$ cat src/rtl/rs_issue_scheduler_pkg.sv
// Shared types and constants for the reservation-station issue scheduler.
package rs_issue_scheduler_pkg;

    // Functional-unit class served by one scheduler instance.
    typedef enum logic [1:0] {
        RsAlu = 2'd0,
        RsLsu = 2'd1,
        RsBru = 2'd2
    } rs_type_e;

    // Physical register tag width.
    localparam int unsigned TagWidth = 5;

    // One reservation-station slot: occupancy, per-source readiness and tags.
    typedef struct packed {
        logic                     valid;
        logic [1:0]               rdy;
        logic [1:0][TagWidth-1:0] tag;
    } rs_slot_t;

endpackage

$ cat src/rtl/rs_issue_scheduler_age_matrix.sv
// N x N age matrix: records allocation order and picks the oldest eligible slot.
// older_q[i][j] = 1 means slot i was allocated before slot j.
module rs_issue_scheduler_age_matrix #(
    parameter int unsigned NumEntries = 8,
    localparam int unsigned IdxW = $clog2(NumEntries)
) (
    input  logic                      clk,
    input  logic                      rst_n,
    input  logic [NumEntries-1:0]     valid_i,
    input  logic [1:0]                alloc_valid_i,
    input  logic [1:0][IdxW-1:0]      alloc_slot_i,
    input  logic [NumEntries-1:0]     eligible_i,
    output logic [NumEntries-1:0]     grant_o
);

    logic [NumEntries-1:0][NumEntries-1:0] older_q, older_d;

    // Allocation update: clear the new slot's row, then mark every currently valid
    // slot (and a lane-0 allocation, for lane 1) as older than it.
    always_comb begin
        older_d = older_q;
        for (int k = 0; k < 2; k++) begin
            if (alloc_valid_i[k]) begin
                older_d[alloc_slot_i[k]] = '0;
            end
        end
        for (int k = 0; k < 2; k++) begin
            if (alloc_valid_i[k]) begin
                for (int j = 0; j < NumEntries; j++) begin
                    older_d[j][alloc_slot_i[k]] = valid_i[j] |
                        ((k == 1) && alloc_valid_i[0] && (alloc_slot_i[0] == IdxW'(j)));
                end
            end
        end
    end

    // Oldest-of-eligible: a slot wins when no eligible slot is older than it.
    always_comb begin
        logic [NumEntries-1:0] col;
        grant_o = '0;
        for (int i = 0; i < NumEntries; i++) begin
            col = '0;
            for (int j = 0; j < NumEntries; j++) begin
                col[j] = older_q[j][i];
            end
            grant_o[i] = eligible_i[i] & ~(|(eligible_i & col));
        end
    end

    // Age state register.
    always_ff @(posedge clk or negedge rst_n) begin
        if (!rst_n) begin
            older_q <= '0;
        end else begin
            older_q <= older_d;
        end
    end

endmodule

$ cat src/rtl/rs_issue_scheduler.sv
// Per-class reservation-station scheduler: slot array, wakeup CAM, oldest-ready
// select with valid/ready issue handshake, and one-cycle-delayed slot return.
module rs_issue_scheduler
    import rs_issue_scheduler_pkg::*;
#(
    parameter int unsigned NUM_RS_ENTRIES = 8,
    parameter int unsigned TAG_W          = TagWidth,
    parameter int unsigned NUM_WAKEUP     = 2,
    parameter int unsigned TYPE           = 0,
    localparam int unsigned IDX_W         = $clog2(NUM_RS_ENTRIES)
) (
    input  logic                             clk,
    input  logic                             rst_n,
    input  logic                             flush,
    input  logic [1:0]                       alloc_valid,
    input  logic [1:0][IDX_W-1:0]            alloc_slot,
    input  logic [1:0][1:0][TAG_W-1:0]       alloc_src_tag,
    input  logic [1:0][1:0]                  alloc_src_rdy,
    input  logic [NUM_WAKEUP-1:0]            wakeup_valid,
    input  logic [NUM_WAKEUP-1:0][TAG_W-1:0] wakeup_tag,
    input  logic                             fu_ready,
    output logic                             issue_valid,
    output logic [IDX_W-1:0]                 issue_slot,
    output logic                             free_valid,
    output logic [IDX_W:0]                   free_slot,
    output logic [IDX_W:0]                   occupancy
);

    // Slot storage is sized by the shared slot type.
    if (TAG_W != TagWidth) begin : g_bad_tag_w
        $error("TAG_W must equal the package tag width");
    end
    if (TYPE > int'(RsBru)) begin : g_bad_type
        $error("TYPE must be 0 (ALU), 1 (LSU) or 2 (BRU)");
    end

    rs_slot_t slot_q [NUM_RS_ENTRIES];
    rs_slot_t slot_d [NUM_RS_ENTRIES];

    logic [NUM_RS_ENTRIES-1:0] valid_vec;
    logic [NUM_RS_ENTRIES-1:0] eligible;
    logic [NUM_RS_ENTRIES-1:0] grant;
    logic                      fire;

    logic             free_valid_q, free_valid_d;
    logic [IDX_W-1:0] free_slot_q, free_slot_d;
    logic [IDX_W:0]   occupancy_q, occupancy_d;

    // Per-slot occupancy and readiness summary of the registered slot array.
    always_comb begin
        valid_vec = '0;
        eligible  = '0;
        for (int i = 0; i < NUM_RS_ENTRIES; i++) begin
            valid_vec[i] = slot_q[i].valid;
            eligible[i]  = slot_q[i].valid & (&slot_q[i].rdy);
        end
    end

    rs_issue_scheduler_age_matrix #(
        .NumEntries (NUM_RS_ENTRIES)
    ) u_age_matrix (
        .clk           (clk),
        .rst_n         (rst_n),
        .valid_i       (valid_vec),
        .alloc_valid_i (alloc_valid),
        .alloc_slot_i  (alloc_slot),
        .eligible_i    (eligible),
        .grant_o       (grant)
    );

    // Issue offer comes from registered state only, so it never depends on fu_ready.
    always_comb begin
        issue_valid = |eligible;
        issue_slot  = '0;
        for (int i = 0; i < NUM_RS_ENTRIES; i++) begin
            if (grant[i]) begin
                issue_slot = IDX_W'(i);
            end
        end
        fire = issue_valid & fu_ready;
    end

    // Slot array next state: wakeup, clear on fire, allocate with wakeup bypass, flush.
    always_comb begin
        for (int i = 0; i < NUM_RS_ENTRIES; i++) begin
            slot_d[i] = slot_q[i];
        end
        for (int i = 0; i < NUM_RS_ENTRIES; i++) begin
            for (int s = 0; s < 2; s++) begin
                if (slot_q[i].valid && !slot_q[i].rdy[s]) begin
                    for (int w = 0; w < NUM_WAKEUP; w++) begin
                        if (wakeup_valid[w] && (wakeup_tag[w] == slot_q[i].tag[s])) begin
                            slot_d[i].rdy[s] = 1'b1;
                        end
                    end
                end
            end
        end
        for (int i = 0; i < NUM_RS_ENTRIES; i++) begin
            if (fire && grant[i]) begin
                slot_d[i].valid = 1'b0;
            end
        end
        for (int k = 0; k < 2; k++) begin
            if (alloc_valid[k]) begin
                slot_d[alloc_slot[k]].valid = 1'b1;
                for (int s = 0; s < 2; s++) begin
                    slot_d[alloc_slot[k]].tag[s] = alloc_src_tag[k][s];
                    slot_d[alloc_slot[k]].rdy[s] = alloc_src_rdy[k][s];
                    for (int w = 0; w < NUM_WAKEUP; w++) begin
                        if (wakeup_valid[w] && (wakeup_tag[w] == alloc_src_tag[k][s])) begin
                            slot_d[alloc_slot[k]].rdy[s] = 1'b1;
                        end
                    end
                end
            end
        end
        if (flush) begin
            for (int i = 0; i < NUM_RS_ENTRIES; i++) begin
                slot_d[i].valid = 1'b0;
            end
        end
    end

    // Slot return pulse (suppressed by flush) and registered occupancy count.
    always_comb begin
        free_valid_d = fire & ~flush;
        free_slot_d  = free_valid_d ? issue_slot : '0;
        occupancy_d  = '0;
        for (int i = 0; i < NUM_RS_ENTRIES; i++) begin
            occupancy_d = occupancy_d + {{IDX_W{1'b0}}, slot_d[i].valid};
        end
    end

    // State registers.
    always_ff @(posedge clk or negedge rst_n) begin
        if (!rst_n) begin
            for (int i = 0; i < NUM_RS_ENTRIES; i++) begin
                slot_q[i] <= '0;
            end
            free_valid_q <= 1'b0;
            free_slot_q  <= '0;
            occupancy_q  <= '0;
        end else begin
            for (int i = 0; i < NUM_RS_ENTRIES; i++) begin
                slot_q[i] <= slot_d[i];
            end
            free_valid_q <= free_valid_d;
            free_slot_q  <= free_slot_d;
            occupancy_q  <= occupancy_d;
        end
    end

    assign free_valid = free_valid_q;
    assign free_slot  = {1'b0, free_slot_q};
    assign occupancy  = occupancy_q;

`ifndef SYNTHESIS
    // Dispatch must only target free slots, and never the same slot on both lanes.
    always_ff @(posedge clk) begin
        if (rst_n) begin
            for (int k = 0; k < 2; k++) begin
                if (alloc_valid[k]) begin
                    assert (!slot_q[alloc_slot[k]].valid)
                    else $error("allocation into an occupied slot");
                end
            end
            if (&alloc_valid) begin
                assert (alloc_slot[0] != alloc_slot[1])
                else $error("both lanes allocate the same slot");
            end
        end
    end
`endif

endmodule

$ cat config.mk
export PLATFORM = sky130hd
export DESIGN_NAME = rs_issue_scheduler
export DESIGN_NICKNAME = d
export VERILOG_FILES = /design/src/rtl/rs_issue_scheduler_pkg.sv /design/src/rtl/rs_issue_scheduler_age_matrix.sv /design/src/rtl/rs_issue_scheduler.sv
export SDC_FILE = /design/constraint.sdc
export NUM_CORES = 1
export LEC_CHECK = 0
export ABC_CLOCK_PERIOD_IN_PS = 3700
export BUFFER_PORTS_ARGS = -buffer_cell sky130_fd_sc_hd__buf_2
export CAP_MARGIN = 20
export CORE_MARGIN = 2
export CORE_UTILIZATION = 30
export DETAILED_ROUTE_END_ITERATION = 8
export PLACE_DENSITY_LB_ADDON = 0.1
export SYNTH_ARGS = -nofsm -noshare
export SYNTH_HDL_FRONTEND = slang
export SYNTH_SLANG_ARGS = --single-unit
export TNS_END_PERCENT = 100
$ cat constraint.sdc
create_clock -name clk -period 3.7 [get_ports clk]
set_clock_uncertainty 0.05 [all_clocks]
set_input_delay 0.185 -clock clk [delete_from_list [all_inputs] [get_ports clk]]
set_output_delay 0.185 -clock clk [all_outputs]
set_load 0.05 [all_outputs]
==> summary.md <==
| Metric | Value |
|---|---|
| Result of the run | `finished with violations` |
| Failing checks | `negative setup slack` |
| Register bit total from synthesis | `about 180` |
| Pin count of the biggest net entering global routing | `89` |
| Antenna cells | `0` |
| FP Rows | `70` |
| First-pass GRT wire length | `69.6 mm` |
| Post-DP HPWL | `32.9 mm` |
| Placed insts | `1781` |
| Worst EP required | `between 4 and 5 ns` |
| Io pins | `61` |
| Arrival @ worst endpoint | `4.26 ns` |
| Area of the mapped netlist | `approximately 11000 sq um` |
| Synth-to-Final Area Change | `18.4%` |
| Leakage Power | `~5.6 nW` |
| Worst-path clk slew | `0.08 ns` |
| Final WS setup | `-0.249 ns` |
| Synth top area cells | `dfrtp_1, xnor2_1, nor2_1` |
| Avg Inst Size Synth | `8.86 sq um` |
| Mapped Nets | `1310` |
| Post-synthesis sequential area ratio | `roughly two fifths` |
| Core Box Area | `about 37000 sq um` |
| PortBufs | `59` |
| Slew of the pin with the lowest slew margin | `0.897 ns` |
| Pwr/cell area | `470 nW/um^2` |
| Final Non-Filler Cells | `1824` |
| Count of final hold-check violations | `0` |
| Synth warn | `0` |
| Vias/cell | `5.45` |
| Clk buf depth | `2` |
| Synth area leader | `dfrtp_1` |
| EDFF count, synth | `0` |
| Htree depth | `4` |
| DRT antenna net count | `0` |
| Initial antenna violation count | `1` |
| CP Launch Type | `flip-flop` |
| Fraction of registers with async set/reset | `100%` |
| Clock sinks | `between 150 and 200` |
| TritonCTS buffer count | `17` |
| Post-layout min period | `3.95 ns` |
| Final Max Tran Viols | `0` |
| GP Congestion | `approximately 0.85` |
| Vias in the first global route | `just under 10000` |
| Drt pass-1 iters | `5` |
| Root Buffer | `clkbuf_16` |
| Crit path from | `slot_q[11]` |
| Ys flop type | `dfrtp_1` |
| Finish-stage setup viols | `2` |
| All-Layer GR Usage | `25.3%` |
| R2R depth | `15` |
| Die W | `just under 200 microns` |
| Post-synth top area share | `39.6%` |
| Setup slack, reg-to-reg | `-0.25 ns` |
| Grt total ovfl | `0` |
| Yosys cell types | `48` |
| Initial core utilization | `30.5%` |
| Residual DRC | `0` |
| R2r startpoint | `slot_q[11]` |
| Die area | `38600 sq um` |
| Crit path kind | `reg -> reg` |
| Nets | `1398` |
| TritonCTS clock tree | `done` |
| Largest fanout on the critical path | `3` |
| Cells after Synth | `1255` |
| Worst slew margin | `around two fifths` |
| Worst hold path type | `in -> reg` |
| Worst skew pair latency | `0.47 ns` |
| Max VDD drop | `349 uV` |
| RR Endpoint | `occupancy[1]` |
| Max Fclk | `approximately 250 MHz` |
| Iter 0 DRT Violations | `813` |
| Die Ht | `197 microns` |
| DRT Wirelength | `47.7 mm` |
| RSZ-0062 raised after global routing | `yes` |
| Avg WL per Cell | `26.1 microns` |
| Tot Pwr | `6.20 mW` |
| Critical path endpoint category | `flip-flop` |
| Vias | `9946` |
| # Max-Cap Violations | `0` |
| Setup_tns | `-0.418 ns` |
| Post-Place Worst Slack | `-0.306 ns` |
| Share of layout cells above drive strength 1 | `18.3%` |
| Tcrit/Tclk final | `107%` |
| Critical Path End | `occupancy[1]` |
## power by group
part | internal [mW] | switching (mW)
registers | 2.24 | 0.341
clock network | 1.05 | 0.879
logic | 0.776 | 0.907
## registers in the layout (all words and copies together) (netlist names)
signal                cells
slot_q                  104
u_age_matrix.older_q     64
occupancy                 4
free_slot_q               3
free_valid                1
## worst min path at each step
| stage | from | to | slack [ns] | cells past startpoint |
|---|---|---|---|---|
| floorplan | rst_n | free_slot_q[0] | -0.16 | 0 |
| global placement | rst_n | u_age_matrix.older_q[11] | 0.26 | 1 |
| detailed placement | rst_n | u_age_matrix.older_q[11] | 0.28 | 1 |
| CTS | flush | slot_q[12] | 0.04 | 3 |
| global route | flush | slot_q[12] | 0.05 | 3 |
| finish | flush | slot_q[12] | 0.05 | 3 |
## kinds of logic (layout without fill, tap and decap cells)
family | after synthesis | in the layout | share of synthesized area (%)
flops | 176 | 176 | 39.6
compound gates | 231 | 231 | 15.9
fa+ha+maj | 7 | 7 | 1.06
xor+xnor | 209 | 209 | 16.5
simple gates | 468 | 468 | 18.6
buf+inv | 125 | 226 | 4.80
mux | 38 | 38 | 3.51
other cells | 1 | 1 | 0.0337
## cell type report
| cell class | count | area (sq um) |
|---|---|---|
| inverters | 16 | 60.1 |
| well taps | 468 | 586 |
| clock inverters | 12 | 134 |
| fillers | 3790 | 23300 |
| multi-input cells | 954 | 6300 |
| repair buffers | 178 | 1230 |
| clock buffers | 20 | 467 |
| flip-flops and latches | 176 | 4400 |
## stage by stage
stage                     hold slack, ns  area (sq um)  util [%]
after floorplan                   -0.161         11200         -
after global placement             0.258         12500      34.1
after detailed placement           0.276         12500      34.1
after CTS                         0.0394         13200      36.0
after global routing              0.0475         13200      36.1
final                             0.0479         13200      36.1
## worst max-delay path, cell delays in order, from the launching register on
cell and delay (ns):
dfrtp_1 0.41, and3_4 0.18, a211o_1 0.27, nor3_2 0.19
nand3_1 0.11, a21oi_1 0.15, nor2_1 0.08, fa_1 0.54
inv_1 0.06, fa_1 0.47, inv_1 0.05, fa_1 0.48
ha_2 0.18, inv_2 0.04, fa_2 0.54, inv_1 0.03
## routing by layer
metal  wire length (microns)  GRT usage [%]  share of wire, %
met5                      13              0             0.027
met4                    1580           9.62               3.3
met3                    2560           4.62               5.4
met2                   22500           41.0                47
met1                   21000           33.5                44
## what timing repair did
| action | 4_1_cts | 5_1_grt |
|---|---|---|
| endpoints found under the setup margin | 2 | 3 |
| hold buffers | 1 | 0 |
| hold endpoints to repair | 86 | 0 |
| gates resized for setup | 8 | 2 |
| pin swaps | 14 | 4 |
| setup buffers | 9 | 1 |
## synth_stat cells, types with 2 or more instances
library cell	instances
o22a_1	8
o31ai_2	2
and2_1	9
a2111oi_0	2
dfrtp_1	176
a22o_1	7
inv_1	16
nor3_1	36
o41ai_1	8
a31oi_2	2
nand4_1	55
ha_1	3
fa_1	4
a21o_1	10
a222oi_1	2
a21oi_1	47
mux2_2	8
nand3_1	21
a31o_2	2
xor2_1	64
buf_1	11
buf_2	31
nand2b_1	3
xnor2_1	145
buf_4	5
nor2b_1	8
and3_1	9
a22oi_1	2
a31oi_1	54
o2111ai_1	7
nor4_1	12
o21ai_0	9
a221o_1	54
o31ai_1	6
clkbuf_1	61
a211o_1	3
mux2i_1	30
nand2_1	140
nor2_1	174
## placed cells by master, fill, tap and decap left out, types with 46 or more instances in the layout
cell,n
buf_4,115
a21oi_1,46
nand2_1,138
xor2_1,64
dfrtp_1,176
buf_2,58
nand4_1,55
xnor2_1,145
nor2_1,174
a221o_1,54
a31oi_1,53
(Power assumes the default switching activity.)
